===== config.mk =====
export PLATFORM = sky130hd
export DESIGN_NAME = vc_test_sink_arb
export DESIGN_NICKNAME = d
export VERILOG_FILES = /design/src/rtl/vc_test_sink_arb.sv
export SDC_FILE = /design/constraint.sdc
export NUM_CORES = 1
export LEC_CHECK = 0
export ABC_CLOCK_PERIOD_IN_PS = 5300
export CORE_MARGIN = 3
export CORE_UTILIZATION = 30
export CTS_CLUSTER_SIZE = 25
export DETAILED_ROUTE_END_ITERATION = 10
export MAX_ROUTING_LAYER = met4
export SKIP_CTS_REPAIR_TIMING = 1
export SLEW_MARGIN = 0
export SYNTH_ARGS = -nofsm -noshare
export SYNTH_HDL_FRONTEND = slang
export SYNTH_SLANG_ARGS = --single-unit

===== constraint.sdc =====
create_clock -name clk -period 5.3 [get_ports clk]
set_input_delay 1.06 -clock clk [delete_from_list [all_inputs] [get_ports clk]]
set_output_delay 1.06 -clock clk [all_outputs]
set_load 0.01 [all_outputs]

===== src/rtl/vc_test_sink_arb.sv =====
// Round-robin val/rdy arbiter sharing one test sink among p_num_reqs requesters.
// Optional stall-timeout flag enabled by defining VC_TEST_SINK_ARB_TIMEOUT_EN.
`timescale 1ns/1ps
module vc_test_sink_arb #(
  parameter int unsigned p_msg_nbits   = 32,
  parameter int unsigned p_num_reqs    = 4,
  parameter int unsigned p_count_nbits = 16,
  parameter int unsigned p_timeout     = 1024
) (
  input  logic                                       clk,
  input  logic                                       reset,
  input  logic [p_num_reqs-1:0]                      in_val,
  output logic [p_num_reqs-1:0]                      in_rdy,
  input  logic [p_num_reqs*p_msg_nbits-1:0]          in_msg,
  output logic                                       out_val,
  input  logic                                       out_rdy,
  output logic [$clog2(p_num_reqs)+p_msg_nbits-1:0]  out_msg,
  input  logic                                       sink_done,
  output logic [p_num_reqs*p_count_nbits-1:0]        counts,
  output logic                                       done,
  output logic                                       timeout
);

  localparam int unsigned IdW = $clog2(p_num_reqs);

  typedef enum logic {StUnlocked, StLocked} state_e;

  state_e                                   state_q, state_d;
  logic [IdW-1:0]                           lock_id_q, lock_id_d;
  logic [IdW-1:0]                           prio_q, prio_d;
  logic [p_num_reqs-1:0][p_count_nbits-1:0] counts_q, counts_d;
  logic                                     reset_reg_q;

  logic [IdW-1:0] rr_grant, rr_idx, grant;
  logic           rr_found, active, xfer;

  // State register
  always_ff @(posedge clk) begin
    reset_reg_q <= reset;
    if (reset) begin
      state_q   <= StUnlocked;
      lock_id_q <= '0;
      prio_q    <= '0;
      counts_q  <= '0;
    end else begin
      state_q   <= state_d;
      lock_id_q <= lock_id_d;
      prio_q    <= prio_d;
      counts_q  <= counts_d;
    end
  end

  // Round-robin search starting at the priority pointer
  always_comb begin
    rr_grant = prio_q;
    rr_found = 1'b0;
    rr_idx   = '0;
    for (int unsigned k = 0; k < p_num_reqs; k++) begin
      rr_idx = prio_q + IdW'(k);
      if (!rr_found && in_val[rr_idx]) begin
        rr_found = 1'b1;
        rr_grant = rr_idx;
      end
    end
  end

  // Outputs
  always_comb begin
    grant   = (state_q == StLocked) ? lock_id_q : rr_grant;
    active  = !reset && !reset_reg_q;
    out_val = active && ((state_q == StLocked) ? in_val[lock_id_q] : (|in_val));
    xfer    = out_val && out_rdy;
    in_rdy  = '0;
    if (xfer) in_rdy[grant] = 1'b1;
    out_msg = {grant, in_msg[32'(grant)*p_msg_nbits +: p_msg_nbits]};
    done    = active && sink_done && !(|in_val) && (state_q == StUnlocked);
    counts  = counts_q;
  end

  // Next state: hold the grant once the sink has seen val without rdy
  always_comb begin
    state_d   = state_q;
    lock_id_d = lock_id_q;
    case (state_q)
      StUnlocked: begin
        if (out_val && !out_rdy) begin
          state_d   = StLocked;
          lock_id_d = grant;
        end
      end
      StLocked: begin
        if (xfer) state_d = StUnlocked;
      end
      default: state_d = StUnlocked;
    endcase
  end

  always_comb begin
    prio_d   = prio_q;
    counts_d = counts_q;
    if (xfer) begin
      prio_d          = grant + IdW'(1);
      counts_d[grant] = counts_q[grant] + p_count_nbits'(1);
    end
  end

`ifdef VC_TEST_SINK_ARB_TIMEOUT_EN
  localparam int unsigned StallW = $clog2(p_timeout) + 1;

  logic [StallW-1:0] stall_q, stall_d;
  logic              timeout_q, timeout_d;

  // Counter saturates at p_timeout so a long stall never wraps back below it
  always_comb begin
    stall_d = stall_q;
    if (xfer) begin
      stall_d = '0;
    end else if (out_val && !out_rdy && (stall_q != StallW'(p_timeout))) begin
      stall_d = stall_q + StallW'(1);
    end
    timeout_d = timeout_q || (stall_d == StallW'(p_timeout));
  end

  always_ff @(posedge clk) begin
    if (reset) begin
      stall_q   <= '0;
      timeout_q <= 1'b0;
    end else begin
      stall_q   <= stall_d;
      timeout_q <= timeout_d;
    end
  end

  assign timeout = timeout_q;

`ifndef SYNTHESIS
  always_ff @(posedge clk) begin
    if (!reset && !timeout_q && timeout_d) begin
      $display("%m: sink stall timeout, grant id %0d", grant);
    end
  end
`endif
`else
  assign timeout = 1'b0;
`endif

`ifndef SYNTHESIS
  always_ff @(posedge clk) begin
    if (!reset) begin
      assert (!$isunknown({in_val, out_rdy, sink_done}))
        else $display("%m: X on in_val/out_rdy/sink_done");
      assert (!((state_q == StLocked) && !in_val[lock_id_q]))
        else $display("%m: requester %0d dropped in_val while locked", lock_id_q);
    end
  end
`endif

endmodule


==> results.yml <==
outcome:
  status: "completed"
synth:
  syn-num-nets: 573
  ys_ff_latch: 70
  synth_fa_ha_area_frac: 0.0143
  synthMuxAreaShare: 0.285
  yosys.cell_types.count: 54
  synth_compound_area_frac: 0.169
  synth_flop_cell: "dfxtp_1"
  synth_edf_count: 0
  ys_seq_area_frac: 0.321
  synthSimpleGateAreaFrac: 0.155
  synth_xor_area_frac: 0.0160
  ys_warn_count: 0
  syn_inst: 432
  async_reset_ff_frac: 0
  synth_area_per_cell_sq_um: 10.1
  synth_top_family_by_area: "multiplexers"
  synth_area_sq_um: 4370
setup_path:
  worstPathMaxFanout: 11
  reg2reg_depth: 8
  end_kind: "primary output"
  cp-endpoint: "out_msg[9]"
  start_kind: "input port"
  crit_type: "input port to primary output"
  required_ps: 4240
  arrival_ps: 3920
  r2r_slack_ps: 1540
  r2r_start: "prio_q[0]"
  crit_start: "in_val[2]"
  r2r_end: "counts[47]"
drt:
  route.vias.total: 4619
  drcViolationCount: 0
  drt-initial-drc-count: 239
  drt_wl_total_mm: 18.7
  ant_nets: 0
  wl_per_cell_um: 22.1
  viasPerCell: 5.46
  first_pass_iters: 5
clocking:
  cts_tree: "built"
  clk_path_buf_depth: 2
  root_buffer: "clkbuf_16"
  clk_latency_ps: 340
  htree_num_levels: 3
  numCtsBuffers: 9
  clk_pin_slew_ps: 50
  cts.sinks: 70
timing:
  layout_min_cycle_time_ps: 4980
  worst_pin_slew_ps: 755
  period_share: 0.940
  maxSlewHeadroom: 0.497
  finalSetupViolCount: 0
  skew_ps: 5.43
  tns_ps: 0
  hold_viol: 0
  finalMaxSlewViolations: 0
  rsz0062_at_grt: "false"
  fmax_ghz: 0.201
grt:
  grt_max_degree: 71
  grt_usage: 0.230
  grt_first_pass_wirelength_mm: 27.6
  grt_pass1_vias: 4545
  grt.overflow.total: 0
  antenna_found_initial: 1
placement:
  placed_cells: 831
  hpwlAfterDp_mm: 14.3
  io_buffers: 239
  place.gp.congestion: 0.983
  placed_area_sq_um: 6980
die:
  rows: 43
  coreArea_sq_um: 14000
  die_w_um: 127
  dieArea_sq_um: 16000
  start_util: 0.311
  die_h_um: 127
  num_io_pins: 241
min_path:
  min_path_type: "flop to flop"
  hold_depth: 2
pwr:
  vdd_drop_max_mv: 0.218
  p_total_mw: 1.68
  powerDensity_nw_per_um2: 232
  leakagePower_nw: 2.40
finish:
  layout.nets: 803
  area_delta_synth_final_pct: 66.1
  fin_area_sq_um: 7260
  drive_above_1_share: 0.126
  final_cells: 846
flow_run:
  maxCapViolCount: 0
-- final cells by class --
type	instances	area [sq um]
Timing Repair Buffer	255	2530
Multi-Input combinational cell	320	2800
Inverter	6	22.5
Clock inverter	1	5.00
Fill cell	1244	6790
Antenna cell	1	2.50
Tap cell	180	225
Clock buffer	13	270
Sequential cell	70	1400
-- synthesized netlist by cell type, types with 3 or more instances --
cell      number  area share
nand3_1        5      0.0057
buf_1          7      0.0060
xnor2_1        6       0.012
nor2b_1        6      0.0086
a211oi_1      30       0.052
a311oi_1      24       0.048
a21oi_1        8      0.0092
a32o_1         3      0.0069
buf_2          4      0.0046
o21ai_0        7      0.0080
clkbuf_1      22       0.019
nor2_1        74       0.064
and3_1         6      0.0086
mux2i_1       23       0.053
a32oi_1        5       0.010
nand2_1       29       0.025
inv_1          5      0.0043
mux4_2        44        0.23
ha_1           5       0.014
nand2b_1       4      0.0057
dfxtp_1       70        0.32
nand4_1        4      0.0057
-- routing by layer --
layer  track usage  up-vias  wire [um]
met2         0.382      230       9220
met1         0.280     2233       7670
met3        0.0564       20       1470
li1              -     2136          -
met4        0.0593        0        336
met5             -        -          0
-- worst min path at each step --
stage | startpoint | end | slack [ps]
after detailed placement | counts[30] | counts[30] | 510
after floorplan | lock_id_q[0] | lock_id_q[0] | 480
after global placement | counts[31] | counts[31] | 500
final | counts[28] | counts[28] | 510
after CTS | counts[42] | counts[42] | 520
after global routing | counts[61] | counts[61] | 540
-- per-stage QoR --
stage	hold slack [ps]	utilization	setup slack (ps)
5_1_grt	541	0.517	106
3_3_place_gp	504	0.497	361
2_1_floorplan	484	-	615
6_report	514	0.517	320
3_5_place_dp	511	0.497	301
4_1_cts	518	0.517	277
-- cells by family (layout without fill, tap and decap cells) --
logic type | after synthesis | count (layout)
AO/OA/AOI/OAI | 92 | 92
XOR/XNOR | 8 | 8
adder cells (fa/ha/maj) | 5 | 5
buffers and inverters | 42 | 275
flip-flops | 70 | 70
multiplexers | 69 | 69
other | 1 | 2
AND/OR/NAND/NOR | 145 | 145
-- power by group --
part	internal [mW]	switching, mW
clock network	0.349	0.220
registers	0.540	0.0160
logic	0.322	0.236
-- flip-flops by register name (all words and copies together) (netlist names), named ones only --
register / count
counts: 64
lock_id_q: 2
prio_q: 2
reset_reg_q: 1
-- worst max-delay path, stage by stage --
cell and delay, ps:
clkdlybuf4s50_1 550, nor2_1 90, a211oi_1 440, o41ai_4 150, inv_2 310, buf_4 270, mux4_2 520, clkdlybuf4s50_1 500
-- cells in the final DEF (no fill, tap or decap), types with 3 or more instances in the layout --
master           count
mux4_2              44
nand2b_1             4
a32o_1               3
clkbuf_16            9
a21oi_1              8
a211oi_1            30
nor2_1              74
inv_1                4
clkdlybuf4s50_1    238
xnor2_1              6
a311oi_1            24
nor2b_1              6
a32oi_1              5
o21ai_0              7
nand2_1             29
ha_1                 5
dfxtp_1             70
clkbuf_8             3
and3_1               6
buf_4               14
nand3_1              5
mux2i_1             23
nand4_1              4
Note: power is estimated with default switching activity, not from simulation.
